$ cat src/rtl/rot_aligner_if.sv
// Stream and status bundle between a rotated-byte source and rot_aligner.
// ROT_ALIGNER_STATS_EN adds the slip_cnt status field.
interface rot_aligner_if;
  logic       in_valid;
  logic [7:0] in_data;
  logic       out_valid;
  logic [7:0] out_data;
  logic       locked;
  logic [2:0] amt;
  logic       sync_det;
`ifdef ROT_ALIGNER_STATS_EN
  logic [15:0] slip_cnt;

  modport master (
    output in_valid, in_data,
    input  out_valid, out_data, locked, amt, sync_det, slip_cnt
  );
  modport slave (
    input  in_valid, in_data,
    output out_valid, out_data, locked, amt, sync_det, slip_cnt
  );
`else
  modport master (
    output in_valid, in_data,
    input  out_valid, out_data, locked, amt, sync_det
  );
  modport slave (
    input  in_valid, in_data,
    output out_valid, out_data, locked, amt, sync_det
  );
`endif
endinterface

$ cat src/rtl/rot_aligner.sv
// Finds the unknown right-rotation of a framed byte stream from its sync byte, locks, restores payload.
// Latency: in_valid -> out_valid 1 cycle, every output registered. ROT_ALIGNER_STATS_EN adds slip_cnt.
// Backpressure: none; in_valid low freezes all state and forwards nothing.
module rot_aligner #(
  parameter int         W         = 8,
  parameter logic [7:0] SYNC      = 8'hA5,
  parameter int         FRAME_LEN = 16,
  parameter int         LOCK_CNT  = 3,
  parameter int         LOSS_CNT  = 2
) (
  input logic        clk,
  input logic        rst_n,
  rot_aligner_if.slave io
);

  localparam int PW = (FRAME_LEN > 2) ? $clog2(FRAME_LEN) : 1;

  typedef enum logic [1:0] {SEARCH, VERIFY, LOCKED} state_t;

  state_t        state_q, state_d;
  logic [PW-1:0] pos_q, pos_d, pos_inc;
  logic [2:0]    amt_q, amt_d;
  logic [7:0]    good_q, good_d;
  logic [7:0]    miss_q, miss_d;
  logic [W-1:0]  data_q, data_d;
  logic          vld_q, vld_d;
  logic          lock_q, lock_d;
  logic          det_q, det_d;
  logic          any_hit, amt_hit, at_hdr;
  logic [2:0]    hit_r;
`ifdef ROT_ALIGNER_STATS_EN
  logic [15:0]   slip_q, slip_d;
`endif

  function automatic logic [W-1:0] rotr(input logic [W-1:0] x, input logic [2:0] r);
    logic [2*W-1:0] t;
    t = {x, x} >> r;
    return t[W-1:0];
  endfunction

  function automatic logic [W-1:0] rotl(input logic [W-1:0] x, input logic [2:0] r);
    logic [2*W-1:0] t;
    t = {x, x} << r;
    return t[2*W-1:W];
  endfunction

  // All 8 rotations of SYNC are distinct, so at most one candidate hits.
  always_comb begin
    any_hit = 1'b0;
    hit_r   = '0;
    for (int i = 0; i < 8; i++) begin
      if (io.in_data == rotr(SYNC, 3'(i))) begin
        any_hit = 1'b1;
        hit_r   = 3'(i);
      end
    end
  end

  assign amt_hit = (io.in_data == rotr(SYNC, amt_q));
  assign at_hdr  = (pos_q == '0);
  assign pos_inc = (pos_q == PW'(FRAME_LEN - 1)) ? '0 : pos_q + PW'(1);

  always_comb begin
    state_d = state_q;
    pos_d   = pos_q;
    amt_d   = amt_q;
    good_d  = good_q;
    miss_d  = miss_q;
    data_d  = data_q;
    vld_d   = 1'b0;
    lock_d  = lock_q;
    det_d   = 1'b0;
`ifdef ROT_ALIGNER_STATS_EN
    slip_d  = slip_q;
`endif
    if (io.in_valid) begin
      case (state_q)
        SEARCH: begin
          if (any_hit) begin
            amt_d   = hit_r;
            good_d  = 8'd1;
            miss_d  = '0;
            pos_d   = PW'(1);
            state_d = VERIFY;
          end
        end
        VERIFY: begin
          pos_d = pos_inc;
          if (at_hdr) begin
            if (amt_hit) begin
              good_d = good_q + 8'd1;
              det_d  = 1'b1;
              if (good_d == 8'(LOCK_CNT)) begin
                state_d = LOCKED;
                lock_d  = 1'b1;
              end
            end else begin
              // The failing byte is dropped, not retried as a new candidate.
              state_d = SEARCH;
            end
          end
        end
        LOCKED: begin
          pos_d = pos_inc;
          if (!at_hdr) begin
            vld_d  = 1'b1;
            data_d = rotl(io.in_data, amt_q);
          end else if (amt_hit) begin
            miss_d = '0;
            det_d  = 1'b1;
          end else if (miss_q + 8'd1 == 8'(LOSS_CNT)) begin
            state_d = SEARCH;
            lock_d  = 1'b0;
            miss_d  = '0;
`ifdef ROT_ALIGNER_STATS_EN
            if (slip_q != 16'hFFFF) slip_d = slip_q + 16'd1;
`endif
          end else begin
            miss_d = miss_q + 8'd1;
          end
        end
        default: state_d = SEARCH;
      endcase
    end
  end

  always_ff @(posedge clk or negedge rst_n) begin
    if (!rst_n) begin
      state_q <= SEARCH;
      pos_q   <= '0;
      amt_q   <= '0;
      good_q  <= '0;
      miss_q  <= '0;
      data_q  <= '0;
      vld_q   <= 1'b0;
      lock_q  <= 1'b0;
      det_q   <= 1'b0;
`ifdef ROT_ALIGNER_STATS_EN
      slip_q  <= '0;
`endif
    end else begin
      state_q <= state_d;
      pos_q   <= pos_d;
      amt_q   <= amt_d;
      good_q  <= good_d;
      miss_q  <= miss_d;
      data_q  <= data_d;
      vld_q   <= vld_d;
      lock_q  <= lock_d;
      det_q   <= det_d;
`ifdef ROT_ALIGNER_STATS_EN
      slip_q  <= slip_d;
`endif
    end
  end

  assign io.out_valid = vld_q;
  assign io.out_data  = data_q;
  assign io.locked    = lock_q;
  assign io.amt       = amt_q;
  assign io.sync_det  = det_q;
`ifdef ROT_ALIGNER_STATS_EN
  assign io.slip_cnt  = slip_q;
`endif

endmodule
$ cat src/flat_wrapper.sv
// flat-port wrapper written by rule: the top's interface ports become plain ports
module rot_aligner_flat 
#(
  parameter int         W         = 8,
  parameter logic [7:0] SYNC      = 8'hA5,
  parameter int         FRAME_LEN = 16,
  parameter int         LOCK_CNT  = 3,
  parameter int         LOSS_CNT  = 2
)
  (clk, rst_n, io_in_valid, io_in_data, io_out_valid, io_out_data, io_locked, io_amt, io_sync_det);
  rot_aligner_if io_i ();
  input logic clk;
  input logic rst_n;
  input wire logic [$bits(io_i.in_valid)-1:0] io_in_valid;
  input wire logic [$bits(io_i.in_data)-1:0] io_in_data;
  output wire logic [$bits(io_i.out_valid)-1:0] io_out_valid;
  output wire logic [$bits(io_i.out_data)-1:0] io_out_data;
  output wire logic [$bits(io_i.locked)-1:0] io_locked;
  output wire logic [$bits(io_i.amt)-1:0] io_amt;
  output wire logic [$bits(io_i.sync_det)-1:0] io_sync_det;
  assign io_i.in_valid = io_in_valid;
  assign io_i.in_data = io_in_data;
  assign io_out_valid = io_i.out_valid;
  assign io_out_data = io_i.out_data;
  assign io_locked = io_i.locked;
  assign io_amt = io_i.amt;
  assign io_sync_det = io_i.sync_det;
  rot_aligner #(.W(W), .SYNC(SYNC), .FRAME_LEN(FRAME_LEN), .LOCK_CNT(LOCK_CNT), .LOSS_CNT(LOSS_CNT)) u_core (.clk(clk), .rst_n(rst_n), .io(io_i));
endmodule
$ cat config.mk
export PLATFORM = sky130hd
export DESIGN_NAME = rot_aligner_flat
export DESIGN_NICKNAME = d
export VERILOG_FILES = /design/src/rtl/rot_aligner_if.sv /design/src/rtl/rot_aligner.sv /design/src/flat_wrapper.sv
export SDC_FILE = /design/constraint.sdc
export NUM_CORES = 1
export LEC_CHECK = 0
export BUFFER_PORTS_ARGS = -buffer_cell sky130_fd_sc_hd__buf_2
export CORE_ASPECT_RATIO = 1.75
export CORE_MARGIN = 1.5
export CORE_UTILIZATION = 40
export DETAILED_ROUTE_END_ITERATION = 8
export PLACE_DENSITY = 0.62
export SKIP_CTS_REPAIR_TIMING = 1
export SLEW_MARGIN = 10
export SYNTH_ARGS = -nofsm -noshare
export SYNTH_HDL_FRONTEND = slang
export SYNTH_SLANG_ARGS = --single-unit
$ cat constraint.sdc
create_clock -name clk -period 3.8 [get_ports clk]
set_input_delay 0.19 -clock clk [delete_from_list [all_inputs] [get_ports clk]]
set_output_delay 0.19 -clock clk [all_outputs]
set_load 0.02 [all_outputs]
==> metrics.txt <==
Top FF cell, synth dfrtp_1; M1 WL 2396 um; number of setup violations in the final report 0; First-pass DRT Iterations 4; first-pass GRT wire length 10430 um; fillers 674; Max rail drop VDD 0.3553 mV; critical path class reg2reg; Setup crit end kind register; Port Buffers 24; share of power burned in registers 37.1%; clock latency at the later pin of the worst-skew pair 280 ps; critical path arrival 2960 ps; Setup WS pre-CTS 1047 ps; relative slew slack 39.92%; Clock Power Share 32.4%; remaining global-route overflow 0; TNS Setup 0 ps; Sw Share 34.36%; vias per std cell 5.631; crit path to u_core.good_q[7]; Clock Sinks 36; Top Layer Used met4; number of global-route vias before repair 2289; syn_area_per_cell 9.350 um2; PD cells 423.5 nW/um2; Die Wd 65.88 um; Worst Setup SP u_core.io.amt[0]; setup slack, reg-to-reg 1040 ps; slowest CP cell dfrtp_1; Startpoint Class register; final WL 5842 um; Gate power share 30.6%; DR vias 2230; post-route worst setup slack 1044 ps; CP peak stage delay 700 ps; initial antenna violation count 0; Crit path max-delay family simple AND/OR/NAND/NOR gates; run status finished, final reports clean; syn_nets 320; Psw 443.9 uW; Core ar. 6756 um2; unrepaired setup endpoints after global routing no; Max Freq 0.3628 GHz; Int Power 847.9 uW; CTS max path bufs 2; CP Data Required Time 4010 ps; # DRC 0; met2 WL 3175 um; DRT antenna net count 0; CTS tree built; Die Ht 113.0 um; Net count, final 335; Leak 0.001342 uW; synth warn 0; top-level I/O count 25; H-tree depth 2; Tmin final 2756 ps; Post-Synthesis Cells 296; Met3 Wirelength 179 um; synth-to-layout area growth 10.22%; post-synthesis cell area 2768 um2; crit-path cells inv_1 -> ha_1 -> xor2_1 -> nor3_1 -> o22ai_2 -> nor2_4 -> nand4_2 -> nor4_2 -> mux2i_1; CP Depth 9; Worst R2R Start u_core.io.amt[0]; Tcrit/Tclk final 72.54%; cell area after placement 2904 um2; clock root buffer clkbuf_16; max-cap check violation count 0; CP bufs+invs 1; Post-synth EDFFs 0; commonest non-fill, non-tap cell in the layout dfrtp_1; asr flop ratio synth 100.0%; Avg WL per Cell 14.75 um; Seq/Total Area, Yosys 32.55%; gpl congestion 0.8002; # rows 40; Yosys reg bits 36; Design Area, Final 3050 um2; Max Transition Viols Final 0; Hold Vio Cnt, Final 0; r2r endpoint u_core.good_q[7]; crit-path max FO 14; post-DP HPWL 4330 um; Worst-path clk slew 50 ps; pin count of the biggest net entering global routing 37; number of buffers created by CTS 5; die area 7447 um2; layout cells sized above 1 19.87%; Unique masters post-synth 64; Slew @ Worst Pin 898.0 ps; commonest cells after routing, fill and taps aside dfrtp_1 (36), nand2_1 (28), nor2_1 (25); GRT Overall Usage 17.97%; n_diodes 0; Initial Util 40.96%; Worst Skew 3.253 ps; Iteration-0 DRC Markers 109; Hold Crit Class in2async; FF-to-FF path depth 9
==> how the worst min path moves through the flow <==
| stage | startpoint | endpoint | slack [ps] |
|---|---|---|---|
| after CTS | rst_n | u_core.good_q[6] | 40 |
| final | rst_n | u_core.good_q[6] | 4 |
| after global routing | rst_n | u_core.good_q[6] | 80 |
| after global placement | rst_n | u_core.good_q[6] | 350 |
| after detailed placement | rst_n | u_core.good_q[6] | 350 |
| after floorplan | rst_n | u_core.good_q[0] | -110 |
==> synthesized netlist by cell type (2+ instances only) <==
cell type | number | area [um2]
xnor2_1 | 8 | 70.07
a31oi_1 | 3 | 18.77
clkbuf_1 | 7 | 26.28
nor4_1 | 2 | 12.51
buf_2 | 5 | 25.02
and3_1 | 4 | 25.02
o22ai_1 | 3 | 18.77
nand2_1 | 28 | 105.1
nand3_1 | 11 | 55.05
and4bb_2 | 2 | 25.02
dfrtp_1 | 36 | 900.9
nand4_1 | 2 | 12.51
o21ai_0 | 24 | 120.1
nor2b_1 | 3 | 18.77
nor3_1 | 3 | 15.01
xor2_1 | 5 | 43.79
nand2b_1 | 11 | 68.82
mux2_2 | 2 | 22.52
mux2i_1 | 10 | 100.1
mux4_2 | 8 | 180.2
and4bb_1 | 2 | 25.02
nor2_1 | 25 | 93.84
inv_1 | 12 | 45.04
a22oi_1 | 3 | 22.52
nor3b_2 | 2 | 25.02
or3_1 | 3 | 18.77
o21ai_1 | 2 | 10.01
a211o_1 | 2 | 17.52
buf_6 | 3 | 33.78
ha_1 | 13 | 162.7
o41ai_1 | 2 | 17.52
a21oi_1 | 14 | 70.07
o31ai_1 | 4 | 30.03
a21o_1 | 2 | 15.01
==> metrics by stage <==
stage	utilization [%]	total power, uW	hold slack (ps)	instances
6_report	45.15	1292	4.062	396
5_1_grt	45.15	1376	78.11	396
4_1_cts	45.15	1309	39.92	396
3_5_place_dp	42.98	884.4	345.2	388
3_3_place_gp	42.98	877.8	349.0	388
2_1_floorplan	-	791.0	-105.6	296
==> sequential cells by signal, indices dropped and copies added, names as in the netlist <==
signal / count
u_core.pos_q: 4
u_core.io.out_data: 8
u_core.io.amt: 3
u_core.state_q: 2
u_core.miss_q: 8
u_core.io.sync_det: 1
u_core.io.out_valid: 1
u_core.good_q: 8
u_core.io.locked: 1
==> power by group through the flow <==
stage | sequential (uW) | clock, uW | combinational, uW
6_report | 479 | 418 | 395
5_1_grt | 486 | 444 | 446
4_1_cts | 479 | 431 | 399
3_5_place_dp | 485 | 0 | 399
3_3_place_gp | 485 | 0 | 392
2_1_floorplan | 467 | 0 | 324
==> cells by family after synthesis <==
| group | synth area share, % |
|---|---|
| and+or+nand+nor | 23.15 |
| DFF | 32.55 |
| buffers and inverters | 4.837 |
| muxes | 11.48 |
| xor gates and xnor gates | 4.114 |
| AOI/OAI and AO/OA | 17.99 |
| adders and majority gates | 5.877 |
==> cell type report <==
| class | count | area, um2 | share of cell area (%) |
|---|---|---|---|
| Tap cell | 84 | 105.1 | 3.445 |
| Timing Repair Buffer | 24 | 120.1 | 3.938 |
| Inverter | 12 | 45.04 | 1.477 |
| Multi-Input combinational cell | 232 | 1733 | 56.81 |
| Sequential cell | 36 | 900.9 | 29.53 |
| Clock buffer | 8 | 146.4 | 4.799 |
==> layer usage <==
layer | vias up | global-route usage, %
met4 | 0 | 7.778
met5 | - | 0
met1 | 1078 | 20.56
met3 | 5 | 3.280
met2 | 47 | 31.78
li1 | 1100 | -
No activity file was read; power rests on OpenSTA's default activity.
